$ cat src/rtl/uart_csr_responder.sv
// ---------------------------------------------------------------------------
// uart_csr_responder
//
// Memory-mapped CSR block for the UART. It decodes CSR accesses from the MIPS
// data bus and buffers bytes in a TX FIFO and an RX FIFO. It also exposes the
// STATUS, CTRL and BAUD registers and drives a level interrupt.
//
// Register map (index):
//   0 TXDATA  W pushes wr_data[7:0]; reads 0
//   1 RXDATA  R pops the RX FIFO head (0, no pop, when empty)
//   2 STATUS  R {rx_count, tx_count, tx_ovf, frame_err, rx_ovr,
//               rx_full, rx_empty, tx_empty, tx_full}
//   3 CTRL    RW {loopback, clr_sticky(w1, reads 0), irq_txe_en,
//               irq_rx_en, rx_en, tx_en}
//   4 BAUD    RW [15:0]
//   5-7       read 0, writes ignored
//
// Optional feature macro: UART_CSR_LOOPBACK_EN. It adds CTRL bit5, which
// routes the TX FIFO into the RX FIFO internally.
//
// Ports:
//   clk, rst_n                      core clock, async active-low reset
//   csr_wr_addr/csr_wr_data/csr_wen write access (strobe may be held)
//   csr_rd_addr/csr_ren             read access (strobe may be held)
//   csr_rd_data                     registered read data
//   tx_data/tx_valid/tx_ready       byte stream to the tx core
//   rx_data/rx_valid/rx_frame_err   byte pulses from the rx core
//   baud_div                        divisor to the tx/rx cores
//   irq                             registered level interrupt
// ---------------------------------------------------------------------------
module uart_csr_responder #(
    parameter int unsigned FIFO_DEPTH   = 8,
    parameter int unsigned DATA_WIDTH   = 32,
    parameter logic [15:0] BAUD_DIV_RST = 16'd434
) (
    input  logic                  clk,
    input  logic                  rst_n,
    input  logic [2:0]            csr_wr_addr,
    input  logic [DATA_WIDTH-1:0] csr_wr_data,
    input  logic                  csr_wen,
    input  logic [2:0]            csr_rd_addr,
    input  logic                  csr_ren,
    output logic [DATA_WIDTH-1:0] csr_rd_data,
    output logic [7:0]            tx_data,
    output logic                  tx_valid,
    input  logic                  tx_ready,
    input  logic [7:0]            rx_data,
    input  logic                  rx_valid,
    input  logic                  rx_frame_err,
    output logic [15:0]           baud_div,
    output logic                  irq
);
    localparam int unsigned   AW       = (FIFO_DEPTH > 1) ? $clog2(FIFO_DEPTH) : 1;
    localparam int unsigned   CW       = AW + 1;
    localparam logic [CW-1:0] FULL_CNT = CW'(FIFO_DEPTH);

    localparam logic [2:0] A_TXDATA = 3'd0;
    localparam logic [2:0] A_RXDATA = 3'd1;
    localparam logic [2:0] A_STATUS = 3'd2;
    localparam logic [2:0] A_CTRL   = 3'd3;
    localparam logic [2:0] A_BAUD   = 3'd4;

    logic [7:0]            tx_mem_q [FIFO_DEPTH];
    logic [7:0]            rx_mem_q [FIFO_DEPTH];
    logic [AW-1:0]         tx_wp_q, tx_rp_q, rx_wp_q, rx_rp_q;
    logic [CW-1:0]         tx_cnt_q, rx_cnt_q, tx_cnt_d, rx_cnt_d;
    logic                  tx_en_q, rx_en_q, irq_rx_en_q, irq_txe_en_q;
    logic                  irq_rx_en_d, irq_txe_en_d;
    logic [15:0]           baud_q;
    logic                  rx_ovr_q, frame_err_q, tx_ovf_q;
    logic                  wen_prev_q, ren_prev_q;
    logic [2:0]            wr_addr_prev_q, rd_addr_prev_q;
    logic [DATA_WIDTH-1:0] rd_data_q, rd_data_d;
    logic                  irq_q, irq_d;

    logic                  wr_first, rd_first, ctrl_wr, clr_sticky;
    logic                  tx_empty, tx_full, rx_empty, rx_full;
    logic                  tx_pop, tx_push_req, tx_push;
    logic                  rx_pop, core_rx, rx_push_req, rx_push;
    logic                  lb_act, lb_move;
    logic [7:0]            tx_head, rx_push_byte;
    logic [DATA_WIDTH-1:0] status, ctrl_rd;
    logic                  unused_wdata;

    assign unused_wdata = ^csr_wr_data[DATA_WIDTH-1:16];

    // An access is "new" unless the same strobe hit the same index last cycle,
    // so a held strobe produces exactly one push or pop.
    assign wr_first   = csr_wen & ~(wen_prev_q & (wr_addr_prev_q == csr_wr_addr));
    assign rd_first   = csr_ren & ~(ren_prev_q & (rd_addr_prev_q == csr_rd_addr));
    assign ctrl_wr    = wr_first & (csr_wr_addr == A_CTRL);
    assign clr_sticky = ctrl_wr & csr_wr_data[4];

`ifdef UART_CSR_LOOPBACK_EN
    logic lb_q;
    always_ff @(posedge clk or negedge rst_n) begin
        if (!rst_n) begin
            lb_q <= 1'b0;
        end else if (ctrl_wr) begin
            lb_q <= csr_wr_data[5];
        end
    end
    assign lb_act = lb_q;
`else
    assign lb_act = 1'b0;
`endif

    assign tx_empty = (tx_cnt_q == '0);
    assign tx_full  = (tx_cnt_q == FULL_CNT);
    assign rx_empty = (rx_cnt_q == '0);
    assign rx_full  = (rx_cnt_q == FULL_CNT);

    assign tx_head  = tx_mem_q[tx_rp_q];
    assign tx_data  = tx_empty ? 8'h00 : tx_head;
    assign tx_valid = tx_en_q & ~tx_empty & ~lb_act;

    // Loopback only moves a byte when RX has room, so it never overruns.
    assign lb_move     = lb_act & ~tx_empty & ~rx_full;
    assign tx_pop      = lb_act ? lb_move : (tx_valid & tx_ready);
    assign tx_push_req = wr_first & (csr_wr_addr == A_TXDATA);
    assign tx_push     = tx_push_req & (~tx_full | tx_pop);

    assign rx_pop       = rd_first & (csr_rd_addr == A_RXDATA) & ~rx_empty;
    assign core_rx      = rx_valid & rx_en_q & ~lb_act;
    assign rx_push_req  = lb_move | core_rx;
    assign rx_push      = rx_push_req & (~rx_full | rx_pop);
    assign rx_push_byte = lb_act ? tx_head : rx_data;

    assign tx_cnt_d = tx_cnt_q + CW'(tx_push) - CW'(tx_pop);
    assign rx_cnt_d = rx_cnt_q + CW'(rx_push) - CW'(rx_pop);

    // The interrupt is computed from next-state values so it follows its
    // cause by exactly one clock.
    assign irq_rx_en_d  = ctrl_wr ? csr_wr_data[2] : irq_rx_en_q;
    assign irq_txe_en_d = ctrl_wr ? csr_wr_data[3] : irq_txe_en_q;
    assign irq_d        = (irq_rx_en_d & (rx_cnt_d != '0)) | (irq_txe_en_d & (tx_cnt_d == '0));

    always_comb begin
        status        = '0;
        status[0]     = tx_full;
        status[1]     = tx_empty;
        status[2]     = rx_empty;
        status[3]     = rx_full;
        status[4]     = rx_ovr_q;
        status[5]     = frame_err_q;
        status[6]     = tx_ovf_q;
        status[15:8]  = 8'(tx_cnt_q);
        status[23:16] = 8'(rx_cnt_q);

        ctrl_rd    = '0;
        ctrl_rd[0] = tx_en_q;
        ctrl_rd[1] = rx_en_q;
        ctrl_rd[2] = irq_rx_en_q;
        ctrl_rd[3] = irq_txe_en_q;
        ctrl_rd[5] = lb_act;

        rd_data_d = rd_data_q;
        if (rd_first) begin
            case (csr_rd_addr)
                A_RXDATA: rd_data_d = rx_empty ? '0 : DATA_WIDTH'(rx_mem_q[rx_rp_q]);
                A_STATUS: rd_data_d = status;
                A_CTRL:   rd_data_d = ctrl_rd;
                A_BAUD:   rd_data_d = DATA_WIDTH'(baud_q);
                default:  rd_data_d = '0;
            endcase
        end
    end

    // FIFO storage carries no reset; occupancy is tracked by the counters.
    always_ff @(posedge clk) begin
        if (tx_push) tx_mem_q[tx_wp_q] <= csr_wr_data[7:0];
        if (rx_push) rx_mem_q[rx_wp_q] <= rx_push_byte;
    end

    always_ff @(posedge clk or negedge rst_n) begin
        if (!rst_n) begin
            tx_wp_q        <= '0;
            tx_rp_q        <= '0;
            tx_cnt_q       <= '0;
            rx_wp_q        <= '0;
            rx_rp_q        <= '0;
            rx_cnt_q       <= '0;
            tx_en_q        <= 1'b1;
            rx_en_q        <= 1'b1;
            irq_rx_en_q    <= 1'b0;
            irq_txe_en_q   <= 1'b0;
            baud_q         <= BAUD_DIV_RST;
            rx_ovr_q       <= 1'b0;
            frame_err_q    <= 1'b0;
            tx_ovf_q       <= 1'b0;
            wen_prev_q     <= 1'b0;
            ren_prev_q     <= 1'b0;
            wr_addr_prev_q <= '0;
            rd_addr_prev_q <= '0;
            rd_data_q      <= '0;
            irq_q          <= 1'b0;
        end else begin
            wen_prev_q     <= csr_wen;
            ren_prev_q     <= csr_ren;
            wr_addr_prev_q <= csr_wr_addr;
            rd_addr_prev_q <= csr_rd_addr;

            if (tx_push) tx_wp_q <= tx_wp_q + AW'(1);
            if (tx_pop)  tx_rp_q <= tx_rp_q + AW'(1);
            if (rx_push) rx_wp_q <= rx_wp_q + AW'(1);
            if (rx_pop)  rx_rp_q <= rx_rp_q + AW'(1);
            tx_cnt_q <= tx_cnt_d;
            rx_cnt_q <= rx_cnt_d;

            if (ctrl_wr) begin
                tx_en_q <= csr_wr_data[0];
                rx_en_q <= csr_wr_data[1];
            end
            irq_rx_en_q  <= irq_rx_en_d;
            irq_txe_en_q <= irq_txe_en_d;
            if (wr_first && (csr_wr_addr == A_BAUD)) baud_q <= csr_wr_data[15:0];

            // A new error in the same cycle as a clear wins over the clear.
            if (clr_sticky) begin
                rx_ovr_q    <= 1'b0;
                frame_err_q <= 1'b0;
                tx_ovf_q    <= 1'b0;
            end
            if (tx_push_req && !tx_push) tx_ovf_q    <= 1'b1;
            if (rx_push_req && !rx_push) rx_ovr_q    <= 1'b1;
            if (core_rx && rx_frame_err) frame_err_q <= 1'b1;

            rd_data_q <= rd_data_d;
            irq_q     <= irq_d;
        end
    end

    assign csr_rd_data = rd_data_q;
    assign baud_div    = baud_q;
    assign irq         = irq_q;

endmodule

$ cat config.mk
export PLATFORM = sky130hd
export DESIGN_NAME = uart_csr_responder
export DESIGN_NICKNAME = d
export VERILOG_FILES = /design/src/rtl/uart_csr_responder.sv
export SDC_FILE = /design/constraint.sdc
export NUM_CORES = 1
export LEC_CHECK = 0
export ABC_CLOCK_PERIOD_IN_PS = 3320
export CORE_ASPECT_RATIO = 1.25
export CORE_UTILIZATION = 25
export DETAILED_ROUTE_END_ITERATION = 8
export HOLD_SLACK_MARGIN = 0.06
export PLACE_DENSITY = 0.4
export SYNTH_ARGS = -nofsm -noshare
export SYNTH_HDL_FRONTEND = slang
export SYNTH_SLANG_ARGS = --single-unit
$ cat constraint.sdc
create_clock -name clk -period 3.32 [get_ports clk]
set_input_delay 0.664 -clock clk [delete_from_list [all_inputs] [get_ports clk]]
set_output_delay 0.664 -clock clk [all_outputs]
set_load 0.01 [all_outputs]
**Word level (Yosys, flattened, before mapping)**

Memories as Yosys holds them, arrays and structs flattened.
Cells that the tools add are included.

- Word-level logic and storage cells: 92
- Memories kept: 2
- Memory bits (read-only): 0
- Register bits: 84
- Bits in latches: 0
- Bits in writable memories: 128
- Input bits: 53

- Bitwise operators: 25
- Shift-type cells: 0
- $add $sub $neg: 8
- Multipliers: 0
- Divide/modulo/power cells: 0
- Mux-type cells: 13
- $lt $le $gt $ge: 0
- Reduce and logical (&&, ||, !) cells: 14
- Equal/unequal tests: 10

Memory list:

| name | depth | width | read ports | clocked after Yosys merged registers in | wr ports | line | RTL |
|---|---|---|---|---|---|---|---|
| rx_mem_q | 8 | 8 | 1 | 0 | 1 | 64 | `logic [7:0] rx_mem_q [FIFO_DEPTH];` |
| tx_mem_q | 8 | 8 | 1 | 0 | 1 | 63 | `logic [7:0] tx_mem_q [FIFO_DEPTH];` |

Operators with widths:

| cell | number |
|---|---|
| one-hot mux 32 bit (4 select lines) | 1 |
| AND 1 bit | 16 |
| two-way mux 8 bit | 2 |
| adder 3 x 1 -> 3 bit, second input constant | 4 |
| logical NOT 4 bit | 3 |
| two-way mux 1 bit | 10 |
| equality test 3 x 2 -> 1 bit, second input constant | 3 |
| adder 4 x 1 -> 4 bit | 2 |
| equality test 4 bit, second input constant | 2 |
| subtractor 4 x 1 -> 4 bit | 2 |
| equality test 3 bit | 2 |
| equality test 3 bit, second input constant | 2 |
| NOT 1 bit | 6 |
| nonzero test 2 bit | 3 |
| logical AND 1 bit | 4 |
| nonzero test 4 bit | 1 |
| equality test 3 x 1 -> 1 bit, second input constant | 1 |
| logical NOT 3 bit | 1 |
| OR 1 bit | 3 |
| logical NOT 1 bit | 2 |

**Depth between registers and ports, before layout**

- Depth after elaboration: 13
- Mapped depth: 14
- Depth with buffers taken out: 14

**Worst setup path after synthesis**

OpenSTA, ideal clock, no wires.

- Path type: input to register
- From: in csr_rd_addr[0]
- To: reg irq_q (netlist: irq)
- Required time: 3,198 ps
- Setup slack: -168 ps
- Data arrival time: 3,366 ps
- Stages on the path: 14
- Cells stage by stage: buf_4 -> or3b_1 -> buf_4 -> nor2_8 -> a31oi_2 -> buf_6 -> ha_1 -> inv_1 -> ha_1 -> inv_1 -> fa_1 -> xnor2_1 -> or4_1 -> a32o_1

- Cells in the longest elaborated chain, start to end: 13
- Elaborated cells between the ends (all ways): 14
- Classes of those cells: add/sub: 2; eq/ne: 2; bitwise: 9; reduce/logical: 1

RTL lines:

| item | line | RTL |
|---|---|---|
| start, declared | 41 | `input logic [2:0] csr_rd_addr,` |
| equality test 3 bit | 90 | `assign rd_first = csr_ren & ~(ren_prev_q & (rd_addr_prev_q == csr_rd_addr));` |
| AND 1 bit | 90 |  |
| NOT 1 bit | 90 |  |
| AND 1 bit | 90 |  |
| AND 1 bit * (2 in a row) | 123 | `assign rx_pop = rd_first & (csr_rd_addr == A_RXDATA) & ~rx_empty;` |
| OR 1 bit | 126 | `assign rx_push = rx_push_req & (~rx_full \| rx_pop);` |
| AND 1 bit | 126 |  |
| adder 4 x 1 -> 4 bit | 130 | `assign rx_cnt_d = rx_cnt_q + CW'(rx_push) - CW'(rx_pop);` |
| subtractor 4 x 1 -> 4 bit * | 130 |  |
| named net rx_cnt_d[2] | 66 | `logic [CW-1:0] tx_cnt_q, rx_cnt_q, tx_cnt_d, rx_cnt_d;` |
| nonzero test 4 bit * | 136 | `assign irq_d = (irq_rx_en_d & (rx_cnt_d != '0)) \| (irq_txe_en_d & (tx_cnt_d == '0));` |
| AND 1 bit * | 136 |  |
| OR 1 bit * | 136 |  |
| named net irq_d | 74 | `logic irq_q, irq_d;` |
| end signal, assigned | 229 | `irq_q <= irq_d;` |
| end, declared | 74 |  |

Mark *: on every way through the listed nets, which the timed path passes. The rest lies on a longest branch.
A chain may end at the register's enable or synchronous reset.

**Worst setup path after layout**

- From: in csr_wen
- To: reg irq_q (netlist: irq)

- Cells in the longest elaborated chain, start to end: 8
- Elaborated cells between the ends (all ways): 12
- Classes of those cells: add/sub: 2; mux: 2; bitwise: 7; reduce/logical: 1

RTL lines:

| item | line | RTL |
|---|---|---|
| start, declared | 40 | `input logic csr_wen,` |
| AND 1 bit | 89 | `assign wr_first = csr_wen & ~(wen_prev_q & (wr_addr_prev_q == csr_wr_addr));` |
| AND 1 bit | 120 | `assign tx_push_req = wr_first & (csr_wr_addr == A_TXDATA);` |
| AND 1 bit | 121 | `assign tx_push = tx_push_req & (~tx_full \| tx_pop);` |
| adder 4 x 1 -> 4 bit | 129 | `assign tx_cnt_d = tx_cnt_q + CW'(tx_push) - CW'(tx_pop);` |
| subtractor 4 x 1 -> 4 bit | 129 |  |
| named net tx_cnt_d[1] | 66 |  |
| logical NOT 4 bit | 136 |  |
| AND 1 bit | 136 |  |
| OR 1 bit | 136 |  |
| named net irq_d | 74 |  |

The timed path passes the listed nets, and every way through them passes these cells.

==> impl_metrics.env <==
export IMPL_firstDrtPassIters=5
export IMPL_worstHoldPathType="primary input to asynchronous set/reset pin"
export IMPL_nets=734
export IMPL_vias=4781
export IMPL_peakVddDrop_v=0.0003130
export IMPL_drive_gt1_share_pct=27.22
export IMPL_die_y_um=209.2
export IMPL_cts_tree="done"
export IMPL_seq_area_um2=5654
export IMPL_ys_async_sr_fraction_pct=36.00
export IMPL_boundaryPins=111
export IMPL_setup_viol=0
export IMPL_wirelength_um=20470
export IMPL_synth_seq_cells=200
export IMPL_outcome="finished, final reports clean"
export IMPL_worst_setup_path_end_kind="register"
export IMPL_r2r_cells=16
export IMPL_leakage_nw=4.053
export IMPL_syn_area_um2=8583
export IMPL_swShare_pct=29.55
export IMPL_antenna_found_initial=0
export IMPL_yosysSeqAreaShare_pct=65.87
export IMPL_synth_area_leaders="edfxtp_1, dfrtp_1, mux4_2"
export IMPL_antenna_cells=0
export IMPL_die_w_um=167.7
export IMPL_cts_buffers=17
export IMPL_dp_cells=1065
export IMPL_p_seq_share_pct=42.5
export IMPL_max_freq_mhz=311.1
export IMPL_rows=75
export IMPL_synth_edf_count=128
export IMPL_hpwlAfterDp_um=14830
export IMPL_max_slew_margin_rel_pct=34.81
export IMPL_p_total_mw=7.974
export IMPL_drcViolationCount=0
export IMPL_clk_pin_slew_ns=0.07
export IMPL_grt_pass1_vias=5316
export IMPL_gp_congestion=0.7384
export IMPL_intPower_mw=5.617
export IMPL_clk_latency_ns=0.43
export IMPL_die_area_um2=35080
export IMPL_overflow=0
export IMPL_ys_warn_count=0
export IMPL_maxCapViolations=0
export IMPL_grt_pass1_wl_um=31730
export IMPL_cts_sinks=200
export IMPL_synth_most_common_cell="edfxtp_1"
export IMPL_cts_root_buf="clkbuf_16"
export IMPL_skew_ns=0.01520
export IMPL_switchingPower_mw=2.356
export IMPL_cp_required_ns=3.63
export IMPL_core_area_um2=33690
export IMPL_finalWorstSetupSlack_ns=0.1052
export IMPL_report_final_slew_viol_count=0
export IMPL_yosys_top_cells_count="edfxtp_1, dfrtp_1, mux4_2"
export IMPL_syn_inst=525
export IMPL_initial_core_util_pct=25.48
export IMPL_ys_types=63
export IMPL_grt_max_degree=73
export IMPL_cp_start_kind="primary input"
export IMPL_dp_slack_ns=-0.5783
export IMPL_ant_nets=0
export IMPL_area_growth_pct=26.75
export IMPL_p_comb_share_pct=30.9
export IMPL_power_per_cell_area_nw_per_um2=732.9
export IMPL_grt_util_all_layers_pct=12.32
export IMPL_clockBufferDepth=2
export IMPL_fillers=3289
export IMPL_h_tree_depth=4
export IMPL_stdcell_count=1099
export IMPL_via_per_inst=4.350
export IMPL_multiInputGateArea_um2=2736
export IMPL_io_buffers=82
export IMPL_period_needed_ns=3.215
export IMPL_period_share_pct=96.83
export IMPL_tightest_slew_ns=0.9779
export IMPL_critPathMaxFanout=2
export IMPL_clockPowerShare_pct=26.5
export IMPL_wl_per_cell_um=18.62
export IMPL_yosysTopAreaCell="edfxtp_1"
export IMPL_synth_area_per_cell_um2=16.35
export IMPL_synth_top_cell_area_share_pct=44.78
export IMPL_hold_violations=0
export IMPL_first_iter_violations=209
export IMPL_path_class="primary input to register"
export IMPL_crit_arrival_ns=3.53
export IMPL_synthFlopType="edfxtp_1"
==> metal layers <==
metal  track usage [%]  routed length [µm]  vias to the layer above
li1                  -                   -                     2244
met5                 0                   0                        -
met1             14.33                8469                     2447
met3             2.405                 550                       11
met2             22.60               11200                       79
met4             3.828                 248                        0
==> cell usage in the layout (no fill, tap or decap), types with 6 or more instances in the layout <==
cell	count
a21oi_1	8
a22oi_1	7
buf_4	63
clkbuf_16	20
clkdlybuf4s50_1	78
conb_1	12
dfrtp_1	65
dfstp_2	7
edfxtp_1	128
ha_1	15
inv_1	19
mux2_2	17
mux2_4	10
mux2i_1	11
mux4_2	32
nand2_1	29
nand3_1	8
nor2_1	22
nor3_1	6
o21ai_0	7
xnor2_1	9
==> path summary, 6_finish.rpt <==
kind / startpoint / endpoint / slack [ns]
worst max-delay path: csr_wen / irq / 0.11
worst min register to register: csr_rd_data[16] / csr_rd_data[16] / 0.47
worst min-delay path: rst_n / rx_wp_q[0] / 0.37
max in group asynchronous: rst_n / csr_rd_data[6] / 2.29
min in group clk: csr_rd_data[16] / csr_rd_data[16] / 0.47
worst max register to register: tx_cnt_q[2] / irq / 0.15
==> timing repair <==
item | CTS | global route
setup endpoints to repair | 1 | 1
gates resized for setup | 9 | 4
pin swaps | 3 | 1
hold buffers | 0 | 0
buffers inserted | 1 | 1
==> sequential cells by signal (all words and copies together) (netlist names), 3 cells and up <==
name            cells
tx_wp_q             3
csr_rd_data        20
rx_cnt_q            4
tx_mem_q           64
wr_addr_prev_q      3
rx_rp_q             3
rx_wp_q             3
baud_div           16
tx_rp_q             3
tx_cnt_q            4
rd_addr_prev_q      3
rx_mem_q           64
==> power groups by stage <==
stage	sequential, mW	combinational, mW	clock (mW)
after floorplan	3.24	1.60	0
after global placement	3.45	2.40	0
after detailed placement	3.46	2.43	0
after CTS	3.41	2.48	2.19
after global routing	3.46	2.71	2.29
final	3.39	2.47	2.12
==> critical path, cell delays in order <==
cell and delay (ns):
clkdlybuf4s50_1 0.47, or3b_1 0.38, a41oi_2 0.20, and3_1 0.22, inv_2 0.06, ha_1 0.27, inv_1 0.04, ha_1 0.18
inv_1 0.07, fa_2 0.42, inv_1 0.11, nor3_2 0.06, buf_4 0.13, a32o_1 0.24
==> per-stage QoR <==
step,hold WS (ns),TNS (ns),util (%),area (µm²)
floorplan,0.3684,-0.1181,-,8646
global placement,0.4655,-0.5784,30.33,10220
detailed placement,0.4677,-0.7338,30.33,10220
CTS,0.4271,0,32.24,10860
global route,0.4354,-0.001184,32.29,10880
finish,0.3700,0,32.29,10880
==> layout make-up <==
class	count	area share, %
timing repair buffer	144	11.77
tap	423	4.865
inverter	20	0.6901
clock inverter	5	0.5290
clock buffer	27	5.026
sequential	200	51.97
multi-input combinational	280	25.15
==> cells by family after synthesis <==
| logic type | share of synthesized area (%) |
|---|---|
| XOR/XNOR | 1.735 |
| flip-flops | 65.87 |
| AND/OR/NAND/NOR | 7.959 |
| other | 0.04369 |
| AO/OA/AOI/OAI | 4.242 |
| adder cells (fa/ha/maj) | 2.799 |
| buffers and inverters | 3.426 |
| multiplexers | 13.92 |
(Power assumes the default switching activity.)
